`src/rtl/rot_pkg.sv`:
```
// Shared types and helpers for the LED rotate-left stepper and its decoder.
package rot_pkg;

    localparam int ROT_WIDTH = 8;
    localparam int ROT_AMT_W = $clog2(ROT_WIDTH);

    // Plain encoded constants keep the state bits visible to older tools.
    typedef logic [1:0] state_t;
    localparam state_t IDLE   = 2'd0;
    localparam state_t SEARCH = 2'd1;
    localparam state_t DONE   = 2'd2;

    function automatic logic [ROT_WIDTH-1:0] rotl(
        input logic [ROT_WIDTH-1:0] x,
        input logic [ROT_AMT_W-1:0] k
    );
        logic [ROT_AMT_W:0] rs;
        rs = (ROT_AMT_W+1)'(ROT_WIDTH) - {1'b0, k};
        return (x << k) | (x >> rs);
    endfunction

endpackage

```
`src/rtl/rot_left_comb.sv`:
```
// Combinational left rotator, shared by the stepper and the decoder.
module rot_left_comb
    import rot_pkg::*;
#(
    parameter int WIDTH = ROT_WIDTH,
    parameter int AMT_W = $clog2(WIDTH)
) (
    input  logic [WIDTH-1:0] x,
    input  logic [AMT_W-1:0] k,
    output logic [WIDTH-1:0] y
);

    localparam logic [AMT_W:0] W_L = (AMT_W+1)'(WIDTH);

    // For k = 0 the right shift is by WIDTH and contributes nothing.
    logic [AMT_W:0] rs;

    assign rs = W_L - {1'b0, k};
    assign y  = (x << k) | (x >> rs);

endmodule

```
`src/rtl/rot_step_decoder.sv`:
```
// Recovers the left-rotation step between consecutive stepper samples.
// Define ROT_DECODE_AMBIG_EN for a full search and the out_ambig flag.
module rot_step_decoder
    import rot_pkg::*;
#(
    parameter int WIDTH = ROT_WIDTH,
    parameter int AMT_W = $clog2(WIDTH)
) (
    input  logic             clk,
    input  logic             reset,
    input  logic             clear,
    input  logic             in_valid,
    input  logic [WIDTH-1:0] in_data,
    output logic             in_ready,
    output logic             out_valid,
    output logic [AMT_W-1:0] out_amount,
    output logic             out_match
`ifdef ROT_DECODE_AMBIG_EN
    ,
    output logic             out_ambig
`endif
);

    localparam logic [AMT_W-1:0] K_LAST = AMT_W'(WIDTH - 1);

    state_t           state;
    logic             have_prev;
    logic [WIDTH-1:0] prev;
    logic [WIDTH-1:0] cur;
    logic [WIDTH-1:0] rot;
    logic [AMT_W-1:0] k;
    logic             hit;
    logic             last;

    logic             res_done;
    logic             res_match;
    logic [AMT_W-1:0] res_amount;

    rot_left_comb #(
        .WIDTH(WIDTH),
        .AMT_W(AMT_W)
    ) u_rot (
        .x(prev),
        .k(k),
        .y(rot)
    );

    assign hit      = (rot == cur);
    assign last     = (k == K_LAST);
    assign in_ready = (state == IDLE);

`ifdef ROT_DECODE_AMBIG_EN
    logic             found;
    logic             multi;
    logic [AMT_W-1:0] first_k;
    logic             res_ambig;

    // Fold the current step into the running result so the last step counts.
    assign res_done   = last;
    assign res_match  = found | hit;
    assign res_amount = found ? first_k : (hit ? k : '0);
    assign res_ambig  = multi | (found & hit);
`else
    assign res_done   = hit | last;
    assign res_match  = hit;
    assign res_amount = hit ? k : '0;
`endif

    always_ff @(posedge clk or posedge reset) begin
        if (reset) begin
            state      <= IDLE;
            have_prev  <= 1'b0;
            prev       <= '0;
            cur        <= '0;
            k          <= '0;
            out_valid  <= 1'b0;
            out_amount <= '0;
            out_match  <= 1'b0;
`ifdef ROT_DECODE_AMBIG_EN
            out_ambig  <= 1'b0;
            found      <= 1'b0;
            multi      <= 1'b0;
            first_k    <= '0;
`endif
        end else if (clear) begin
            state     <= IDLE;
            have_prev <= 1'b0;
            out_valid <= 1'b0;
        end else begin
            out_valid <= 1'b0;
            case (state)
                IDLE: begin
                    if (in_valid) begin
                        if (!have_prev) begin
                            prev      <= in_data;
                            have_prev <= 1'b1;
                        end else begin
                            cur   <= in_data;
                            k     <= '0;
                            state <= SEARCH;
`ifdef ROT_DECODE_AMBIG_EN
                            found <= 1'b0;
                            multi <= 1'b0;
`endif
                        end
                    end
                end
                SEARCH: begin
`ifdef ROT_DECODE_AMBIG_EN
                    if (hit) begin
                        if (!found) begin
                            found   <= 1'b1;
                            first_k <= k;
                        end else begin
                            multi <= 1'b1;
                        end
                    end
`endif
                    if (res_done) begin
                        out_valid  <= 1'b1;
                        out_amount <= res_amount;
                        out_match  <= res_match;
`ifdef ROT_DECODE_AMBIG_EN
                        out_ambig  <= res_ambig;
`endif
                        state      <= DONE;
                    end else begin
                        k <= k + 1'b1;
                    end
                end
                DONE: begin
                    prev  <= cur;
                    state <= IDLE;
                end
                default: state <= IDLE;
            endcase
        end
    end

endmodule
```
`config.mk`:
```
export PLATFORM = sky130hd
export DESIGN_NAME = rot_step_decoder
export DESIGN_NICKNAME = d
export VERILOG_FILES = /design/src/rtl/rot_pkg.sv /design/src/rtl/rot_left_comb.sv /design/src/rtl/rot_step_decoder.sv
export SDC_FILE = /design/constraint.sdc
export NUM_CORES = 1
export LEC_CHECK = 0
export BUFFER_PORTS_ARGS = -buffer_cell sky130_fd_sc_hd__buf_2
export CORE_MARGIN = 2
export CORE_UTILIZATION = 53
export CTS_BUF_LIST = sky130_fd_sc_hd__clkbuf_16
export DETAILED_ROUTE_END_ITERATION = 7
export GPL_TIMING_DRIVEN = 0
export HOLD_SLACK_MARGIN = 0.15
export PLACE_DENSITY = 0.75
export REMOVE_ABC_BUFFERS = 1
export SYNTH_ARGS = -nofsm -noshare
export SYNTH_HDL_FRONTEND = slang
export SYNTH_SLANG_ARGS = --single-unit
export TNS_END_PERCENT = 20
```
`constraint.sdc`:
```
create_clock -name clk -period 3.1 [get_ports clk]
set_clock_uncertainty 0.2 [all_clocks]
set_input_delay 0.465 -clock clk [delete_from_list [all_inputs] [get_ports clk]]
set_output_delay 0.465 -clock clk [all_outputs]
set_load 0.03 [all_outputs]
```
* Word level (Yosys, flattened, before mapping)
Index checks and enable logic that the tools add are counted. Widths: inputs -> output; s select.
Cells by class: add/sub/neg operators 2, equality and inequality tests 11, shift-type cells 2, multiplexer cells 19, bitwise gates (word level) 3, reductions and logical operators 11
Operator list (number):
- $mux 8 | 2
- $pmux 8 s2 | 1
- $mux 3 | 4
- $eq 8x8->1 | 1
- $mux 2 | 4
- $or 8x8->8 | 1
- $reduce_and 4->1 | 2
- $reduce_bool 2->1 | 4
- $shl 8x3->8 | 1
- $shr 8x4->8 | 1
- $mux 1 | 6
- $ne 2x2->1 const B | 3
- $ne 3x3->1 const B | 2
- $pmux 3 s2 | 1
- $reduce_and 3->1 | 2
- $reduce_and 5->1 | 1
- $pmux 2 s2 | 1
- $sub 4x3->4 const A | 1
- $add 3x1->3 const B | 1
- $eq 3x3->1 const B | 1
- $ne 3x2->1 const B | 1
- $eq 2x1->1 const B | 1
- $eq 2x2->1 const B | 1
- $logic_not 2->1 | 1
- 4 further kinds | 4
Word-level totals: register bits 27, input bits 12, output and inout bits 6, logic and storage cells 56

* Depth between registers and ports, before layout
Gate-level depths: netlist of the first run.
depth in word-level cells 8, depth in mapped cells 12, depth with buffers taken out 9

* Hierarchy
A second synthesis of the first run with hierarchy kept.
Second synthesis, totals: cell total of the unflattened synthesis 194, area, all modules 1914.3 um2
By module, submodules not included:
- rot_step_decoder | instances 1, cells each 122, area an instance 1340.0 um2, seq. area each 675.6 um2
- rot_left_comb | instances 1, cells each 72, area an instance 574.3 um2, seq. area each 0.0 um2

* Least setup slack after synthesis of the first run
Ideal clock, no wire load.
path type flip-flop to flip-flop, start point register k[0], end point register out_amount[0], library setup time 135 ps, arrival time 2698 ps, data required time 2765 ps, slack 67 ps, cell stages (with the launch flop) 13, buffers on the path 3, period minus slack after synthesis 3033 ps, cell sequence dfrtp_1 -> buf_6 -> clkinv_1 -> ha_1 -> buf_2 -> mux2i_1 -> mux2i_1 -> o2bb2ai_1 -> nor3_1 -> a2111oi_4 -> and3_1 -> buf_6 -> o311ai_1
Between the ends: longest elaborated chain between the ends 6, elaborated cells on any way between the ends 9, classes of those cells 1 x add/sub; 2 x eq/ne; 2 x shift; 1 x mux; 2 x bitwise; 1 x reduce/logical
RTL lines:
- from (decl) | line rot_step_decoder.sv:31 | logic [AMT_W-1:0] k;
- from (signal assigned) | line rot_step_decoder.sv:128 | k <= k + 1'b1;
- $sub 4x3->4 | line rot_left_comb.sv:18 | assign rs = W_L - {1'b0, k};
- $shr 8x4->8 | line rot_left_comb.sv:19 | assign y = (x << k) | (x >> rs);
- $or 8x8->8 | line rot_left_comb.sv:19
- $eq 8x8->1 | line rot_step_decoder.sv:48 | assign hit = (rot == cur);
- $or 1x1->1 | line rot_step_decoder.sv:64 | assign res_done = hit | last;
- $reduce_and 3->1 (no source line)
- to (signal assigned) | line rot_step_decoder.sv:121 | out_amount <= res_amount;
- to (decl) | line rot_step_decoder.sv:16 | output logic [AMT_W-1:0] out_amount,
Parallel ways exist; a longest one is shown, timed or not. A chain may end at the register's enable or synchronous reset.

* Final worst setup path of the first run
start point register k[2], end point register k[1]
Between the ends: longest elaborated chain between the ends 7, elaborated cells on any way between the ends 9, classes of those cells 1 x add/sub; 3 x eq/ne; 2 x shift; 2 x bitwise; 1 x reduce/logical
RTL lines (line):
- $sub 4x3->4 | rot_left_comb.sv:18
- $shr 8x4->8 | rot_left_comb.sv:19
- $or 8x8->8 | rot_left_comb.sv:19
- $eq 8x8->1 | rot_step_decoder.sv:48
- $or 1x1->1 * | rot_step_decoder.sv:64
- $ne 2x2->1 (no source line) *
- $reduce_and 5->1 (no source line) *
Mark *: on every way between the ends. The rest lies on a longest branch, timed or not.

==> metrics.json, run 1 <==
{
  "main_synth_ff_type": {"value": "dfrtp_1"},
  "cts_inserted_buffers": {"value": 3},
  "switchingPower": {"value": 0.729, "unit": "mW"},
  "rsz0062_at_grt": {"value": "false"},
  "cts_hold_repair.buffers": {"value": 0},
  "clk-insertion-delay-late": {"value": 260, "unit": "ps"},
  "p_int": {"value": 1.01, "unit": "mW"},
  "achievable-frequency": {"value": 339, "unit": "MHz"},
  "post_synth_and_or_nand_nor_area_fraction": {"value": 0.170},
  "power_per_unit_of_standard_cell_area": {"value": 791, "unit": "mW/mm2"},
  "timing.final.max_slew_violations": {"value": 0},
  "synth-compound-area-share": {"value": 0.180},
  "yosys-top-cells-area": {"value": "dfrtp_1, mux2i_1, mux2_2"},
  "die_y": {"value": 64.8, "unit": "um"},
  "worstMarginPinSlew": {"value": 1010, "unit": "ps"},
  "port-buffer-count": {"value": 17},
  "postSynthCellCount": {"value": 202},
  "crit_buf_inv": {"value": 0},
  "critical_path.max_stage_delay": {"value": 770, "unit": "ps"},
  "synth_cell_type_count": {"value": 50},
  "clkPwrFrac": {"value": 0.169},
  "vias_in_the_first_global_route": {"value": 1544},
  "avgRoutedWirePerCell": {"value": 16.6, "unit": "um"},
  "fp-row-count": {"value": 22},
  "yosysWarnings": {"value": 0},
  "post-synth-top-area-cell": {"value": "dfrtp_1"},
  "stdcell_area": {"value": 0.00220, "unit": "mm2"},
  "yosys_register_bits": {"value": 27},
  "period_minus_slack": {"value": 2950, "unit": "ps"},
  "synthesized_area_fraction_occupied_by_adder_cells": {"value": 0.0191},
  "seq_area_frac_synth": {"value": 0.345},
  "floorplan.die_area": {"value": 0.00420, "unit": "mm2"},
  "insertedDiodeCount": {"value": 0},
  "yosys.area_share.xor_xnor": {"value": 0.0223},
  "dp_hpwl": {"value": 2870, "unit": "um"},
  "synth_top_cell_area_share": {"value": 0.345},
  "fp.dieW": {"value": 64.8, "unit": "um"},
  "worstHoldPathType": {"value": "input pin to register"},
  "design_power_total": {"value": 1.74, "unit": "mW"},
  "final.period_utilization": {"value": 0.952},
  "worst_ir_drop_on_vdd": {"value": 0.000426, "unit": "V"},
  "synthesis.area_per_instance": {"value": 9.71, "unit": "um2"},
  "cts_tree": {"value": "yes"},
  "cts-root-to-sink-buffers": {"value": 2},
  "timing_hold_violations_final": {"value": 0},
  "placedInstanceArea": {"value": 0.00202, "unit": "mm2"},
  "p_seq_frac": {"value": 0.299},
  "final_layout_size_suffix_gt1_frac": {"value": 0.253},
  "finalHoldWorstSlack": {"value": 198, "unit": "ps"},
  "antenna_found_initial": {"value": 0},
  "netlist_area": {"value": 0.00196, "unit": "mm2"},
  "flow.area_growth_from_synthesis": {"value": 12.1, "unit": "%"},
  "worst_slack_setup_final": {"value": 149, "unit": "ps"},
  "relSlewSlack": {"value": 0.319},
  "max_cap_viol_count": {"value": 0},
  "cts-root-buf": {"value": "clkbuf_16"},
  "dr.pass1.iters": {"value": 4},
  "layout.core_utilization": {"value": 0.609},
  "groute.usage.overall": {"value": 0.232},
  "vias": {"value": 1603},
  "floorplan.initialDensity": {"value": 0.544},
  "cpMaxStageDelayCell": {"value": "dfrtp_1"},
  "rrSetupSlack": {"value": 150, "unit": "ps"},
  "timing.critical_path.required": {"value": 3030, "unit": "ps"},
  "synth_mux_area_frac": {"value": 0.202},
  "worst_path_dominant_cell_family": {"value": "compound AO/OA/AOI/OAI gates"},
  "ant_nets": {"value": 0},
  "grt_start_max_net_pins": {"value": 28},
  "synth_most_common_cell": {"value": "dfrtp_1"},
  "setup_viol": {"value": 0},
  "max_h_tree_level": {"value": 1},
  "worstPathCellList": {"value": "mux2i_4, a32oi_1, and3_1, a2111oi_4, a311oi_2, mux2i_1"},
  "overflow": {"value": 0},
  "clock_pin_transition_on_the_worst_setup_and_hold_timing_paths": {"value": 70, "unit": "ps"},
  "cellLeakagePower": {"value": 0.894, "unit": "nW"},
  "grt_pass1_wl": {"value": 7540, "unit": "um"},
  "num-fill-cells": {"value": 299},
  "detail_route.vias_per_cell": {"value": 6.05},
  "tritoncts_num_sinks": {"value": 27},
  "layout.nets": {"value": 233},
  "critPathMaxFanout": {"value": 20},
  "async_flop_share": {"value": 1.00},
  "drc_violations_left": {"value": 0},
  "cp_data_arrival_time": {"value": 2880, "unit": "ps"},
  "num_io_pins": {"value": 18},
  "drt-initial-drc-count": {"value": 71},
  "synth-edff-count": {"value": 0},
  "endpoint_kind": {"value": "register"},
  "preCtsSetupSlack": {"value": -1330, "unit": "ps"},
  "core": {"value": 0.00361, "unit": "mm2"},
  "combinational_family_with_the_most_area_after_synthesis": {"value": "multiplexers"},
  "timing.critical_path.from_type": {"value": "register"},
  "switching_share": {"value": 0.419},
  "comb_power_share": {"value": 0.532},
  "outcome": {"value": "finished, final reports clean"},
  "worst-setup-path-type": {"value": "register to register"},
  "routed_wl": {"value": 4400, "unit": "um"},
  "gp_congestion": {"value": 0.939},
  "yosys-top-cells-count": {"value": "dfrtp_1, mux2i_1, nand2_1, nor2_1, o21ai_0"}
}
==> through the flow <==
stage / std cells / TNS, ps
floorplan: 190 / -4720
global route: 265 / 0
detailed placement: 255 / -12780
finish: 265 / 0
global placement: 255 / -12100
CTS: 263 / 0
==> layout by cell type, fill, tap and decap left out, drive strengths merged, types with 3 or more instances in the layout <==
master / synthesis / routed
o21a: 3 / 3
clkbuf: 3 / 3
nand4: 3 / 3
ha: 3 / 3
o21ai: 13 / 13
mux2: 9 / 9
nor2b: 4 / 4
o311ai: 3 / 3
o22ai: 5 / 5
buf: 9 / 23
a21oi: 5 / 5
nand2b: 7 / 7
mux2i: 25 / 25
dfrtp: 27 / 27
nand2: 25 / 25
nor2: 11 / 11
xnor2: 4 / 4
inv: 7 / 7
==> routing by layer <==
metal / share of wire / up-vias / track usage
li1: - / 769 / -
met1: 0.49 / 770 / 0.337
met2: 0.46 / 53 / 0.365
met3: 0.040 / 11 / 0.0278
met4: 0.016 / 0 / 0.0691
met5: 0 / - / 0
==> registers in the layout, indices dropped and copies added, names as in the netlist <==
register	count
out_amount	3
out_valid	1
have_prev	1
prev	8
k	3
state	2
out_match	1
cur	8
==> power by group through the flow <==
| stage | sequential (mW) | clock [mW] | combinational, mW |
|---|---|---|---|
| 4_1_cts | 0.520 | 0.298 | 0.894 |
| 5_1_grt | 0.533 | 0.314 | 0.996 |
| 6_report | 0.520 | 0.294 | 0.925 |
| 3_3_place_gp | 0.563 | 0 | 0.734 |
| 3_5_place_dp | 0.570 | 0 | 0.751 |
| 2_1_floorplan | 0.535 | 0 | 0.622 |
==> worst paths after layout <==
path                                       startpoint                     to  cells after the start
worst min-delay path                            clear  have_prev$_DFFE_PP0P_                      2
worst max-delay path                 k[2]$_DFFE_PP0P_       k[1]$_DFFE_PP0P_                      6
worst max register to register       k[2]$_DFFE_PP0P_       k[1]$_DFFE_PP0P_                      6
worst min register to register  out_match$_DFFE_PP0P_  out_match$_DFFE_PP0P_                      1
min in group asynchronous                       reset     cur[4]$_DFFE_PP0P_                      2
max in group asynchronous                       reset       k[1]$_DFFE_PP0P_                      2
==> cells by family (layout without fill, tap and decap cells) <==
family	count (synthesis)	in the layout
compound gates	47	47
xor+xnor	5	5
fa+ha+maj	3	3
buf+inv	20	35
flops	27	27
mux	36	36
simple gates	64	64
==> worst register-to-register path: stages (launching register included) <==
cell and delay [ps]:
dfrtp_1 770, mux2i_4 490, a32oi_1 200, and3_1 250
a2111oi_4 480, a311oi_2 260, mux2i_1 170
==> cell type report <==
class	instances	area [um2]	share of cell area
multi-input cells	155	1210	0.552
flip-flops and latches	27	683	0.311
repair buffers	23	130	0.0592
clock buffers	3	75.1	0.0342
well taps	48	60.1	0.0273
inverters	8	31.3	0.0142
clock inverters	1	5.00	0.00228
==> timing repair <==
item | 4_1_cts | 5_1_grt
setup endpoints to repair | 10 | 10
setup buffers | 4 | 2
resized for setup | 13 | 2
pin swaps | 2 | 3
No activity file was read; power rests on OpenSTA's default activity.
==> inputs of run 2 (changes only) <==
--- a/config.mk
+++ b/config.mk
@@ -6,13 +6,15 @@
 export NUM_CORES = 1
 export LEC_CHECK = 0
 export BUFFER_PORTS_ARGS = -buffer_cell sky130_fd_sc_hd__buf_2
+export CELL_PAD_IN_SITES_DETAIL_PLACEMENT = 0
+export CELL_PAD_IN_SITES_GLOBAL_PLACEMENT = 2
 export CORE_MARGIN = 2
-export CORE_UTILIZATION = 53
+export CORE_UTILIZATION = 34
 export CTS_BUF_LIST = sky130_fd_sc_hd__clkbuf_16
 export DETAILED_ROUTE_END_ITERATION = 7
 export GPL_TIMING_DRIVEN = 0
 export HOLD_SLACK_MARGIN = 0.15
-export PLACE_DENSITY = 0.75
+export PLACE_DENSITY_LB_ADDON = 0.1
 export REMOVE_ABC_BUFFERS = 1
 export SYNTH_ARGS = -nofsm -noshare
 export SYNTH_HDL_FRONTEND = slang
==> run 2 against run 1 <==
Cell area increased by 5.9%. Final cell count up 12%. Sequential share of layout area decreased by 1.7 points. Global-route usage down 6.9 points. Non-clock buffer count increased by 8. Die area rose by 52%. Largest cell class unchanged. Wire length increased by 10%. Count of clock-buffer cells in the layout stayed put.
==> metrics.json, run 2 (synthesized netlist as in run 1, its figures left out) <==
{
  "fp.dieW": {"value": 79.9, "unit": "um", "change": "+23%"},
  "outcome": {"value": "finished, final reports clean"},
  "gp_congestion": {"value": 0.825, "change": "-12%"},
  "power_per_unit_of_standard_cell_area": {"value": 802, "unit": "mW/mm2", "change": "+1.4%"},
  "floorplan.initialDensity": {"value": 0.354, "change": "-0.190"},
  "cts-root-to-sink-buffers": {"value": 2, "change": "unchanged"},
  "grt_start_max_net_pins": {"value": 28, "change": "unchanged"},
  "layoutNonFillerInstCount": {"value": 297, "change": "+12%"},
  "worst-setup-path-type": {"value": "register to register"},
  "critical_path.max_stage_delay": {"value": 510, "unit": "ps", "change": "-260 ps"},
  "critPathMaxFanout": {"value": 6, "change": "-70%"},
  "timing.critical_path.required": {"value": 3080, "unit": "ps", "change": "+50 ps"},
  "detail_route.vias_per_cell": {"value": 5.38, "change": "-11%"},
  "tritoncts_num_sinks": {"value": 27, "change": "unchanged"},
  "worstMarginPinSlew": {"value": 1030, "unit": "ps", "change": "+14.2 ps"},
  "cts-root-buf": {"value": "clkbuf_16"},
  "cp_data_arrival_time": {"value": 2910, "unit": "ps", "change": "+30 ps"},
  "top_regs": {"value": "cur (8), prev (8)"},
  "dr.pass1.iters": {"value": 4, "change": "unchanged"},
  "avgRoutedWirePerCell": {"value": 16.4, "unit": "um", "change": "-1.6%"},
  "switchingPower": {"value": 0.772, "unit": "mW", "change": "+5.9%"},
  "relSlewSlack": {"value": 0.314, "change": "-0.00567"},
  "final.setup.tns": {"value": 0, "unit": "ps", "change": "unchanged"},
  "num_io_pins": {"value": 18, "change": "unchanged"},
  "floorplan.die_area": {"value": 0.00639, "unit": "mm2", "change": "+52%"},
  "comb_power_share": {"value": 0.554, "change": "+0.022"},
  "vias_in_the_first_global_route": {"value": 1603, "change": "+3.8%"},
  "timing.critical_path.from_type": {"value": "register"},
  "final_layout_size_suffix_gt1_frac": {"value": 0.298, "change": "+0.0443"},
  "cellLeakagePower": {"value": 0.934, "unit": "nW", "change": "+4.5%"},
  "rsz0062_at_grt": {"value": "false"},
  "final.period_utilization": {"value": 0.945, "change": "-0.00716"},
  "endpoint_kind": {"value": "register"},
  "layout_common_cells": {"value": "nand2_1, dfrtp_1, mux2i_1"},
  "flow.area_growth_from_synthesis": {"value": 18.7, "unit": "%"},
  "crit_buf_inv": {"value": 3, "change": "+3"},
  "layout.nets": {"value": 241, "change": "+3.4%"},
  "worst_path_dominant_cell_family": {"value": "compound AO/OA/AOI/OAI gates"},
  "clk-insertion-delay-late": {"value": 260, "unit": "ps", "change": "about the same"},
  "clkPwrFrac": {"value": 0.160, "change": "-0.009"},
  "drt-initial-drc-count": {"value": 133, "change": "+87%"},
  "overflow": {"value": 0, "change": "unchanged"},
  "cts_inserted_buffers": {"value": 3, "change": "unchanged"},
  "p_int": {"value": 1.09, "unit": "mW", "change": "+8.5%"},
  "preCtsSetupSlack": {"value": -1330, "unit": "ps", "change": "-0.720 ps"},
  "layout_commonest_cell": {"value": "nand2_1"},
  "worstHoldPathType": {"value": "input pin to register"},
  "worst_ir_drop_on_vdd": {"value": 0.000326, "unit": "V", "change": "-24%"},
  "timing_hold_violations_final": {"value": 0, "change": "unchanged"},
  "antenna_found_initial": {"value": 0, "change": "unchanged"},
  "achievable-frequency": {"value": 341, "unit": "MHz", "change": "+0.76%"},
  "insertedDiodeCount": {"value": 0, "change": "unchanged"},
  "fp-row-count": {"value": 27, "change": "+23%"},
  "clock_pin_transition_on_the_worst_setup_and_hold_timing_paths": {"value": 70, "unit": "ps", "change": "about the same"},
  "vias": {"value": 1598, "change": "-0.31%"},
  "cts_tree": {"value": "yes"},
  "timing.final.max_slew_violations": {"value": 0, "change": "unchanged"},
  "cpMaxStageDelayCell": {"value": "dfrtp_4"},
  "finalHoldWorstSlack": {"value": 204, "unit": "ps", "change": "+6.32 ps"},
  "drc_violations_left": {"value": 0, "change": "unchanged"},
  "dp_hpwl": {"value": 3370, "unit": "um", "change": "+17%"},
  "max_cap_viol_count": {"value": 0, "change": "unchanged"},
  "ant_nets": {"value": 0, "change": "unchanged"},
  "core": {"value": 0.00554, "unit": "mm2", "change": "+54%"},
  "worstPathCellList": {"value": "inv_6, ha_4, clkbuf_4, nor3b_4, a311oi_1, a31oi_1, xor2_1, nor4_4, buf_4, a311oi_4, mux2i_1"},
  "groute.usage.overall": {"value": 0.163, "change": "-0.0689"},
  "routed_wl": {"value": 4860, "unit": "um", "change": "+10%"},
  "place.detailed.instances": {"value": 279, "change": "+9.4%"},
  "worst_slack_setup_final": {"value": 171, "unit": "ps", "change": "+22.2 ps"},
  "period_minus_slack": {"value": 2930, "unit": "ps", "change": "-22.2 ps"},
  "setup_viol": {"value": 0, "change": "unchanged"},
  "die_y": {"value": 79.9, "unit": "um", "change": "+23%"},
  "grt_pass1_wl": {"value": 8150, "unit": "um", "change": "+8.0%"},
  "port-buffer-count": {"value": 17, "change": "unchanged"},
  "p_seq_frac": {"value": 0.286, "change": "-0.013"},
  "max_h_tree_level": {"value": 1, "change": "unchanged"},
  "switching_share": {"value": 0.414, "change": "-0.00586"}
}
## run 2: cell types whose count changed in the layout (fill, tap and decap cells not counted), sizes merged
cell      before  now
buf           23   30
clkinv         2    0
inv            7    8
clkbuf         3    4
clkinvlp       0    1
## run 2: layer usage
metal,track usage,vias up,wire (um)
li1,-,791,-
met1,0.248,775,2460
met2,0.248,25,2210
met3,0.0170,7,124
met4,0.0390,0,65
met5,0,-,0
## run 2: what timing repair did
action | CTS | global route
hold buffers | 0 | 0
gates resized for setup | 12 | 14
pin swaps | 2 | 6
endpoints found under the setup margin | 10 | 10
buffers inserted | 4 | 10
## run 2: worst paths after layout
kind                       slack, ps  cells past startpoint             startpoint                    end
setup / recovery                 170                     11       k[0]$_DFFE_PP0P_       k[0]$_DFFE_PP0P_
hold / removal                   200                      2                  clear  have_prev$_DFFE_PP0P_
setup reg to reg                 170                     11       k[0]$_DFFE_PP0P_       k[0]$_DFFE_PP0P_
hold reg to reg                  310                      1  out_match$_DFFE_PP0P_  out_match$_DFFE_PP0P_
max in group asynchronous       1720                      2                  reset       k[1]$_DFFE_PP0P_
min in group asynchronous        240                      2                  reset     cur[0]$_DFFE_PP0P_
## run 2: worst register-to-register path, delay by kind of cell (launching register included)
kind,cells,cell delay [ps]
simple gates,2,310
compound gates,3,690
xor+xnor,1,260
flops,1,510
mux,1,230
fa+ha+maj,1,220
buf+inv,3,430
## run 2: per-stage QoR
| step | power [mW] | instance area, um2 | util |
|---|---|---|---|
| after global routing | 2.00 | 2330 | 0.420 |
| after CTS | 1.74 | 2200 | 0.397 |
| after detailed placement | 1.34 | 2050 | 0.369 |
| after floorplan | 1.16 | 1870 | - |
| final | 1.87 | 2330 | 0.420 |
| after global placement | 1.33 | 2050 | 0.369 |
## run 2: layout make-up
class | count | area [um2]
Multi-Input combinational cell | 155 | 1240
Tap cell | 72 | 90.1
Clock inverter | 1 | 7.51
Sequential cell | 27 | 684
Inverter | 8 | 37.5
Clock buffer | 3 | 75.1
Fill cell | 585 | 3210
Timing Repair Buffer | 31 | 194
## run 2: power groups by stage
stage / clock [mW] / sequential (mW) / combinational (mW)
after floorplan: 0 / 0.535 / 0.622
after global placement: 0 / 0.575 / 0.755
after detailed placement: 0 / 0.581 / 0.760
after CTS: 0.309 / 0.530 / 0.896
after global routing: 0.330 / 0.548 / 1.13
final: 0.300 / 0.534 / 1.03
